**src/rtl/fifo_uart_tx.sv**
```systemverilog
// FIFO drain to UART: pops one byte at a time from a registered-read FIFO and
// serialises it LSB first as a start bit, 8 data bits and STOP_BITS stop bits.
module fifo_uart_tx #(
    parameter int CLKS_PER_BIT = 208,
    parameter int STOP_BITS    = 1
) (
    input  logic       i_clk,
    input  logic       i_res_n,
    input  logic       i_tx_en,
    input  logic       i_fifo_empty,
    input  logic [7:0] i_fifo_data,
    output logic       o_fifo_ren,
    output logic       o_uart_tx,
    output logic       o_busy
);
    localparam int BAUD_W = (CLKS_PER_BIT > 1) ? $clog2(CLKS_PER_BIT) : 1;
    localparam logic [BAUD_W-1:0] BAUD_LAST = BAUD_W'(CLKS_PER_BIT - 1);
    localparam logic [BAUD_W-1:0] BAUD_ZERO = {BAUD_W{1'b0}};
    localparam logic [BAUD_W-1:0] BAUD_ONE  = BAUD_W'(1);
    localparam logic [2:0]        BIT_LAST  = 3'd7;
    localparam logic [2:0]        STOP_LAST = 3'(STOP_BITS - 1);

    typedef enum logic [2:0] {
        IDLE  = 3'd0,
        REQ   = 3'd1,
        LOAD  = 3'd2,
        START = 3'd3,
        DATA  = 3'd4,
        STOP  = 3'd5
    } state_t;

    state_t            state_r, state_s;
    logic [BAUD_W-1:0] baud_r, baud_s;
    logic [2:0]        bit_r, bit_s;
    logic [7:0]        shift_r, shift_s;
    logic              tx_r, tx_s;
    logic              ren_r, ren_s;
    logic              busy_r, busy_s;
    logic              baud_end_s;

    assign baud_end_s = (baud_r == BAUD_LAST);

    // Next-state logic; the bit counter also counts stop bits while in STOP.
    always_comb begin
        state_s = state_r;
        baud_s  = baud_r;
        bit_s   = bit_r;
        shift_s = shift_r;
        tx_s    = tx_r;
        ren_s   = 1'b0;
        case (state_r)
            IDLE: begin
                tx_s   = 1'b1;
                baud_s = BAUD_ZERO;
                if (i_tx_en && !i_fifo_empty) begin
                    ren_s   = 1'b1;
                    state_s = REQ;
                end else begin
                    state_s = IDLE;
                end
            end
            REQ: begin
                baud_s  = BAUD_ZERO;
                state_s = LOAD;
            end
            LOAD: begin
                shift_s = i_fifo_data;
                tx_s    = 1'b0;
                baud_s  = BAUD_ZERO;
                state_s = START;
            end
            START: begin
                if (baud_end_s) begin
                    tx_s    = shift_r[0];
                    bit_s   = 3'd0;
                    baud_s  = BAUD_ZERO;
                    state_s = DATA;
                end else begin
                    baud_s = baud_r + BAUD_ONE;
                end
            end
            DATA: begin
                if (baud_end_s) begin
                    baud_s  = BAUD_ZERO;
                    shift_s = {1'b0, shift_r[7:1]};
                    if (bit_r == BIT_LAST) begin
                        tx_s    = 1'b1;
                        bit_s   = 3'd0;
                        state_s = STOP;
                    end else begin
                        tx_s  = shift_r[1];
                        bit_s = bit_r + 3'd1;
                    end
                end else begin
                    baud_s = baud_r + BAUD_ONE;
                end
            end
            STOP: begin
                if (baud_end_s) begin
                    baud_s = BAUD_ZERO;
                    if (bit_r == STOP_LAST) begin
                        bit_s   = 3'd0;
                        state_s = IDLE;
                    end else begin
                        bit_s = bit_r + 3'd1;
                    end
                end else begin
                    baud_s = baud_r + BAUD_ONE;
                end
            end
            default: begin
                tx_s    = 1'b1;
                baud_s  = BAUD_ZERO;
                bit_s   = 3'd0;
                state_s = IDLE;
            end
        endcase
        busy_s = (state_s != IDLE);
    end

    // State and output registers; reset abandons any frame in flight.
    always_ff @(posedge i_clk) begin
        if (!i_res_n) begin
            state_r <= IDLE;
            baud_r  <= BAUD_ZERO;
            bit_r   <= 3'd0;
            shift_r <= 8'h00;
            tx_r    <= 1'b1;
            ren_r   <= 1'b0;
            busy_r  <= 1'b0;
        end else begin
            state_r <= state_s;
            baud_r  <= baud_s;
            bit_r   <= bit_s;
            shift_r <= shift_s;
            tx_r    <= tx_s;
            ren_r   <= ren_s;
            busy_r  <= busy_s;
        end
    end

    assign o_fifo_ren = ren_r;
    assign o_uart_tx  = tx_r;
    assign o_busy     = busy_r;

endmodule

```
**config.mk**
```make
export PLATFORM = sky130hd
export DESIGN_NAME = fifo_uart_tx
export DESIGN_NICKNAME = d
export VERILOG_FILES = /design/src/rtl/fifo_uart_tx.sv
export SDC_FILE = /design/constraint.sdc
export NUM_CORES = 1
export LEC_CHECK = 0
export CORE_MARGIN = 4
export CORE_UTILIZATION = 48
export DETAILED_ROUTE_END_ITERATION = 12
export PLACE_DENSITY = 0.7
export SYNTH_ARGS = -nofsm -noshare
export SYNTH_HDL_FRONTEND = slang
export SYNTH_SLANG_ARGS = --single-unit
```
**constraint.sdc**
```tcl
create_clock -name i_clk -period 2.6 [get_ports i_clk]
set_input_delay 0.78 -clock i_clk [delete_from_list [all_inputs] [get_ports i_clk]]
set_output_delay 0.78 -clock i_clk [all_outputs]
set_load 0.02 [all_outputs]
```
==> Word level (Yosys, flattened, before mapping) <==
Index checks and enable logic that the tools add are counted.
{ "word_totals": {"reg_bits": 25, "input_bits": 12, "output_inout_bits": 3, "word_cells": 57} }
{ "op_classes": {"add_sub_neg": 2, "n_eq_ne": 10, "mux": 20, "bitwise": 4, "reduce_logical": 14} }
{ "ops": {"columns": ["op", "n"], "rows": [
  ["3-bit 2-to-1 mux", 10],
  ["3-bit one-hot mux with 6 select lines", 1],
  ["8-bit one-hot mux with 2 select lines", 1],
  ["3-bit one-hot mux with 4 select lines", 1],
  ["3-bit == test (second input constant)", 3],
  ["3-bit OR reduction", 3],
  ["8-bit by 1-bit adder with 8-bit output (second input constant)", 1],
  ["8-bit == test (second input constant)", 1],
  ["8-bit 2-to-1 mux", 1],
  ["3-bit by 2-bit == test with 1-bit output (second input constant)", 2],
  ["3-bit zero test", 2],
  ["2-bit inequality test (second input constant)", 3],
  ["1-bit 2-to-1 mux", 5],
  ["1-bit NOT", 4],
  ["1-bit one-hot mux with 4 select lines", 1],
  ["2-bit AND reduction", 2],
  ["4-bit AND reduction", 1],
  ["3-bit by 1-bit adder with 3-bit output (second input constant)", 1],
  ["3-bit by 1-bit == test with 1-bit output (second input constant)", 1],
  ["3-bit AND reduction", 1],
  ["3-bit nonzero test", 1],
  ["2-bit nonzero test", 1],
  ["2-bit OR reduction", 1],
  ["1-bit logical AND", 1],
  ["1-bit zero test", 1]
]} }

==> Longest topological paths before layout <==
Gate-level depths: netlist of run 1.
{ "depth": {"ltp_word": 5, "ltp_mapped": 7, "ltp_nobuf": 6} }

==> Worst setup path before layout of run 1 <==
OpenSTA, ideal clock, no wires.
{ "synth_path": {"kind": "input -> register", "from": "input port i_res_n", "to": "register busy_r (netlist: o_busy)", "setup_ps": 79, "arrival_ps": 1725, "t_required_ps": 2521, "path_slack_ps": 796, "path_stages": 5, "path_buffers": 1, "path_cell_list": "buf_2 > clkinv_1 > a211oi_1 > o21ai_0 > o211ai_1"} }
{ "synth_lines": {"columns": ["element", "line", "rtl"], "rows": [
  ["from (decl)", "8", "input logic i_res_n,"],
  ["to (signal assigned)", "138", "busy_r <= busy_s;"],
  ["to (decl)", "38", "logic busy_r, busy_s;"]
]} }

==> Worst setup path in the final report of run 1 <==
{ "layout_path": {"from": "register tx_r (netlist: o_uart_tx)", "to": "output port o_uart_tx"} }
{ "layout_lines": {"columns": ["element", "line", "rtl"], "rows": [
  ["from (decl)", "36", "logic tx_r, tx_s;"],
  ["from (signal assigned)", "136", "tx_r <= tx_s;"],
  ["to (decl)", "13", "output logic o_uart_tx,"]
]} }
No word-level cell between the ends.

==> run_results.csv, run 1 <==
group,metric,value,unit
route,vias,1044,
timing,layout_worst_path_cycle_share,79.6,%
hold_path,worstHoldPathType,"flip-flop to flip-flop",
flow_run,timing.max_cap.violations,0,
clocking,cts_buffer_depth,2,
grt,grt_first_pass_wirelength,4310,µm
grt,grt_usage,15.4,%
clocking,clk-insertion-delay-late,0.32,ns
clocking,h-tree-depth,1,
floorplan,io_pins,15,
worst_setup_path,cp_max_fo,2,
worst_setup_path,critPathMaxStageDelay,0.61,ns
route,wire_per_inst,13.5,µm
worst_setup_path,crit_family,"buffers and inverters",
finish,num-nets-final,176,
finish,highest_count_cells_in_the_layout_ignoring_fill_and_taps,"25 x dfxtp_1, 14 x clkdlybuf4s50_1, 13 x nand2_1",
clocking,clk_root_buffer_cell,"clkbuf_4",
finish,area_used_by_multi_input_combinational_logic,713,µm²
clocking,clkSlewWorstSetupHoldPaths,0.14,ns
logic_synthesis,yosys_register_bits,25,
placement,gpl.final_weighted_congestion,0.843,
logic_synthesis,synth_top_area_share,37.7,%
grt,first_global_vias,1021,
timing,rsz_0062_raised_after_global_routing,"false",
timing,skew,0.00514,ns
timing,post-route-min-period,2.07,ns
finish,layout.cells.most_common,"dfxtp_1",
route,detailedRoute.firstPassIterationCount,4,
placement,placedCellCount,185,
grt,grt_antenna_before_repair,0,
worst_setup_path,timing.critical_path.required,1.82,ns
floorplan,design.die.area,0.00367,mm²
floorplan,start_util,52.1,%
route,drcViolationCount,0,
worst_setup_path,critPathBufInv,1,
finish,final_area,0.00147,mm²
route,finalWirelength,2550,µm
finish,n_antenna_cell,0,
worst_setup_path,arrival,1.29,ns
finish,fillerInstances,243,
logic_synthesis,postSynthCellCount,148,
floorplan,core_region_area,0.00254,mm²
run_status,status,"completed",
clocking,total_number_of_clock_tree_sinks,25,
logic_synthesis,synth.yosys.warnings,0,
grt,largest_net_degree_at_the_start_of_global_routing,26,
grt,grt_remaining_overflow,0,
logic_synthesis,synth_area_leader_cell,"dfxtp_1",
floorplan,die_w,60.6,µm
finish,area.sequential,500,µm²
route,drt-initial-drc-count,32,
clocking,cts-resized-gates,0,
placement,dp.final_hpwl,1840,µm
placement,post_dp_cell_area,0.00144,mm²
floorplan,num_rows,18,
worst_setup_path,critical_path_end_type,"output port",
worst_setup_path,timing.critical_path.cells,"clkdlybuf4s50_1",
floorplan,floorplan.die.height,60.6,µm
worst_setup_path,worstSetupStartpointType,"flip-flop",
pwr,maximum_vdd_ir_drop,0.287,mV
logic_synthesis,yosysSeqAreaShare,37.7,%
timing,final_hold_viol_count,0,
logic_synthesis,ys_top_cells_by_area,"dfxtp_1 38%, mux2i_1 8.3%, a21oi_1 4.2%",
logic_synthesis,synth.cell_area,0.00133,mm²
route,antenna_violating_nets_post_route,0,
clocking,post-cts-setup-buffers,0,
logic_synthesis,synth_net_count,164,
pwr,p_leak,0.519,nW
finish,final_cell_count_no_fill,189,
pwr,fin_total_pwr,0.000675,W
worst_setup_path,criticalPathCategory,"flip-flop to output port",
finish,drive_above_1_share,8.18,%
route,routed_via_density,5.52,
pwr,power_density_of_the_placed_cells,460,mW/mm²
logic_synthesis,mean_area_per_synthesized_cell,8.96,µm²
logic_synthesis,synth_top_flop_cell,"dfxtp_1",
clocking,clock_buffers_created_by_tritoncts,3,
logic_synthesis,synth_edf_count,0,
finish,final_core_utilization,57.7,%
placement,place.port_buffers,14,
logic_synthesis,synth-async-reset-ratio,0,%
timing,worst_slew_margin_rel,59.5,%
worst_setup_path,timing.critical_path.slowest_stage_cell,"clkdlybuf4s50_1",
timing,fin_setup_tns,0,ns
finish,area.growth.synth_to_final,10.7,%
logic_synthesis,ys_types,39,
timing,max_slew.worst_pin.slew,0.603,ns
timing,setup_violators_final,0,
clocking,cts_tree,"yes",
clocking,hold_fix_buffers_cts,0,
timing,final_max_slew_viol_count,0,
timing,fmax,483,MHz
## area by class of cell
type                    instances  area share [%]
multi-input cells             106            48.6
flip-flops and latches         25            34.1
repair buffers                 17            11.1
well taps                      30            2.56
inverters                       7            1.79
clock buffers                   3            1.53
clock inverters                 1           0.341
## synthesized netlist by cell type, drive strengths merged, types with 2 or more instances
cell type / n
a211oi: 2
a21oi: 11
and2b: 2
and3: 2
buf: 6
clkbuf: 4
dfxtp: 25
ha: 4
inv: 6
mux2i: 11
nand2: 13
nand2b: 4
nand3: 8
nor2: 9
o21ai: 10
o41ai: 2
or3: 7
xnor2: 3
xor2: 3
## report_power, final
part | internal [W] | switching [W] | leakage, nW
Sequential | 0.000398 | 0.0000110 | 0.203
Clock | 0.0000576 | 0.000117 | 0.0177
Combinational | 0.0000463 | 0.0000455 | 0.299
Total | 0.000501 | 0.000174 | 0.519
## state kept, by name, indices dropped and copies added, names as in the netlist
signal and count:
state_r 3, baud_r 8, o_uart_tx 1, shift_r 8
o_busy 1, bit_r 3, o_fifo_ren 1
## metrics by stage
stage               hold slack (ns)  worst slack [ns]
finish                        0.460             0.529
detailed placement            0.445             0.379
floorplan                     0.418             0.796
CTS                           0.466             0.516
global placement              0.429             0.436
global route                  0.500             0.462
## layer usage
layer	global-route usage, %	wire length [µm]
met4	7.12	30
met2	26.0	1230
met1	18.8	1180
met5	0	0
met3	3.19	109
## path summary, 6_finish.rpt
check                               start   endpoint  slack [ns]  depth (start not counted)
worst max register to register  baud_r[0]     o_busy        0.79                          5
worst min-delay path            baud_r[0]  baud_r[0]        0.46                          1
worst min register to register  baud_r[0]  baud_r[0]        0.46                          1
worst max-delay path            o_uart_tx  o_uart_tx        0.53                          1
## logic make-up after synthesis
group	Yosys count	synth area share, %
AO/OA/AOI/OAI	31	15.0
XOR/XNOR	6	3.96
adder cells (fa/ha/maj)	4	3.77
buffers and inverters	17	8.49
flip-flops	25	37.7
multiplexers	11	8.30
AND/OR/NAND/NOR	54	22.7
Power figures use the tool's default switching activity.
==> run 2, diff against run 1 <==
--- a/config.mk
+++ b/config.mk
@@ -8,7 +8,7 @@
 export CORE_MARGIN = 4
 export CORE_UTILIZATION = 48
 export DETAILED_ROUTE_END_ITERATION = 12
-export PLACE_DENSITY = 0.7
+export PLACE_DENSITY = 0.73
 export SYNTH_ARGS = -nofsm -noshare
 export SYNTH_HDL_FRONTEND = slang
 export SYNTH_SLANG_ARGS = --single-unit
==> constraint.sdc (replaced) <==
create_clock -name i_clk -period 1.9 [get_ports i_clk]
set_input_delay 0.57 -clock i_clk [delete_from_list [all_inputs] [get_ports i_clk]]
set_output_delay 0.57 -clock i_clk [all_outputs]
set_load 0.02 [all_outputs]
==> run 2 against run 1 <==
  * Clock-buffer cell count unchanged
  * Global-route usage up 1.1 points
  * Non-clock buffer count increased by 3
  * First-iteration DRC count fell by 9.4%
  * Power increased by 39%
  * Sequential cell count unchanged
  * Register-to-register slack lost 0.67 ns
  * Clock skew increased by 0.0016 ns
  * Die area stayed put
  * Sequential share of layout area fell by 0.57 points
==> run_results.csv, run 2 (same netlist as run 1, synthesis figures left out) <==
group,metric,value,unit
pwr,maximum_vdd_ir_drop,0.427,mV
finish,n_antenna_cell,0,
worst_setup_path,timing.critical_path.required,1.33,ns
finish,drive_above_1_share,9.88,%
worst_setup_path,critPathMaxStageDelay,0.60,ns
timing,final_hold_viol_count,0,
worst_setup_path,critPathBufInv,1,
finish,layout.cells.most_common,"dfxtp_1",
timing,final_max_slew_viol_count,0,
pwr,switchingPower,0.000248,W
grt,grt_usage,16.5,%
floorplan,io_pins,15,
clocking,clk_root_buffer_cell,"clkbuf_4",
clocking,cts_tree,"yes",
floorplan,floorplan.die.height,60.6,µm
hold_path,hold_path_depth,1,
worst_setup_path,crit_family,"buffers and inverters",
grt,largest_net_degree_at_the_start_of_global_routing,16,
pwr,power_density_of_the_placed_cells,627,mW/mm²
clocking,cts_buffer_depth,2,
worst_setup_path,critical_path_end_type,"output port",
worst_setup_path,timing.critical_path.cells,"clkdlybuf4s50_1",
route,wire_per_inst,13.8,µm
grt,first_global_vias,1017,
finish,biggestRegsByFlops,"baud_r (8), shift_r (8)",
timing,layout_worst_path_cycle_share,96.1,%
floorplan,design.die.area,0.00367,mm²
clocking,clk-insertion-delay-late,0.33,ns
finish,fillerInstances,246,
route,drcViolationCount,0,
finish,highest_count_cells_in_the_layout_ignoring_fill_and_taps,"25 x dfxtp_1, 13 x nand2_1, 13 x clkdlybuf4s50_1",
pwr,power.share.switching,26.5,%
clocking,post-cts-setup-buffers,0,
timing,fmax,548,MHz
worst_setup_path,criticalPathCategory,"flip-flop to output port",
placement,place.port_buffers,14,
worst_setup_path,cp_max_fo,1,
route,antenna_violating_nets_post_route,0,
run_status,status,"completed",
pwr,fin_total_pwr,0.000936,W
hold_path,worstHoldPathType,"flip-flop to flip-flop",
pwr,clkPwrFrac,26.2,%
route,finalWirelength,2650,µm
floorplan,start_util,52.1,%
clocking,h-tree-depth,1,
timing,max_slew.worst_pin.slew,0.396,ns
finish,num-nets-final,179,
placement,post_dp_cell_area,0.00146,mm²
floorplan,core_region_area,0.00254,mm²
route,routed_via_density,5.60,
timing,post-route-min-period,1.83,ns
timing,setup_violators_final,0,
clocking,clkSlewWorstSetupHoldPaths,0.14,ns
worst_setup_path,critical_path_cell_count,1,
finish,area.growth.synth_to_final,12.5,%
worst_setup_path,timing.critical_path.slowest_stage_cell,"clkdlybuf4s50_1",
route,drt-initial-drc-count,29,
worst_setup_path,arrival,1.26,ns
finish,final_area,0.00149,mm²
worst_setup_path,reg2regPathDepth,5,
timing,worst_slew_margin_rel,73.3,%
placement,gpl.final_weighted_congestion,0.754,
grt,grt_remaining_overflow,0,
timing,finalHoldWorstSlack,0.465,ns
pwr,p_leak,0.537,nW
route,detailedRoute.firstPassIterationCount,4,
placement,dp.final_hpwl,1930,µm
pwr,share_comb_of_total_power,13.7,%
timing,rsz_0062_raised_after_global_routing,"false",
clocking,clock_buffers_created_by_tritoncts,3,
flow_run,timing.max_cap.violations,0,
timing,skew,0.00669,ns
grt,grt_first_pass_wirelength,4560,µm
route,vias,1075,
floorplan,num_rows,18,
worst_setup_path,worstSetupStartpointType,"flip-flop",
clocking,hold_fix_buffers_cts,0,
pwr,share_of_power_burned_in_registers,60.0,%
grt,grt_antenna_before_repair,0,
clocking,cts-resized-gates,0,
floorplan,die_w,60.6,µm
clocking,total_number_of_clock_tree_sinks,25,
pwr,cellInternalPower,0.000688,W
## run 2: power by group through the flow
stage	clock network, W	registers [W]	logic (W)
after floorplan	0	0.000571	0.0000782
after detailed placement	0	0.000573	0.000128
after global routing	0.000281	0.000566	0.000140
after global placement	0	0.000573	0.000122
after CTS	0.000251	0.000561	0.000129
final	0.000246	0.000562	0.000128
## run 2: path summary, 6_finish.rpt
| kind | start | to | slack (ns) |
|---|---|---|---|
| min | baud_r[0] | baud_r[0] | 0.46 |
| min reg2reg | baud_r[0] | baud_r[0] | 0.46 |
| max | o_busy | o_busy | 0.07 |
| max reg2reg | baud_r[0] | o_busy | 0.12 |
## run 2: routing by layer
metal  vias to the layer above  global-route usage (%)  share of wire (%)
li1                        546                       -                  -
met2                        30                    26.4                 47
met3                         7                    3.19                6.2
met1                       492                    21.1                 45
met4                         0                    8.36                2.2
met5                         -                       0                  0
## run 2: cell type report
type / count / area (µm²) / area share (%)
timing repair buffer: 20 / 188 / 12.6
tap: 30 / 37.5 / 2.51
multi-input combinational: 106 / 713 / 47.8
clock buffer: 3 / 22.5 / 1.51
sequential: 25 / 500 / 33.5
clock inverter: 1 / 5.00 / 0.335
inverter: 7 / 26.3 / 1.76
## run 2: per-stage QoR
| step | utilization [%] | setup slack, ns | setup TNS (ns) | cells |
|---|---|---|---|---|
| after global routing | 58.7 | 0.0273 | 0 | 192 |
| final | 58.7 | 0.0740 | 0 | 192 |
| after global placement | 57.5 | 0.00854 | 0 | 188 |
| after CTS | 58.6 | 0.0145 | 0 | 192 |
| after detailed placement | 57.5 | -0.0346 | -0.0346 | 188 |
| after floorplan | - | 0.213 | 0 | 148 |
==> run 3, diff against run 2 <==
--- a/config.mk
+++ b/config.mk
@@ -7,6 +7,7 @@
 export LEC_CHECK = 0
 export CORE_MARGIN = 4
 export CORE_UTILIZATION = 48
+export CTS_CLUSTER_DIAMETER = 40
 export DETAILED_ROUTE_END_ITERATION = 12
 export PLACE_DENSITY = 0.73
 export SYNTH_ARGS = -nofsm -noshare
==> results of run 3 <==
The final DEF is identical to that of run 2; final timing and power are the same.
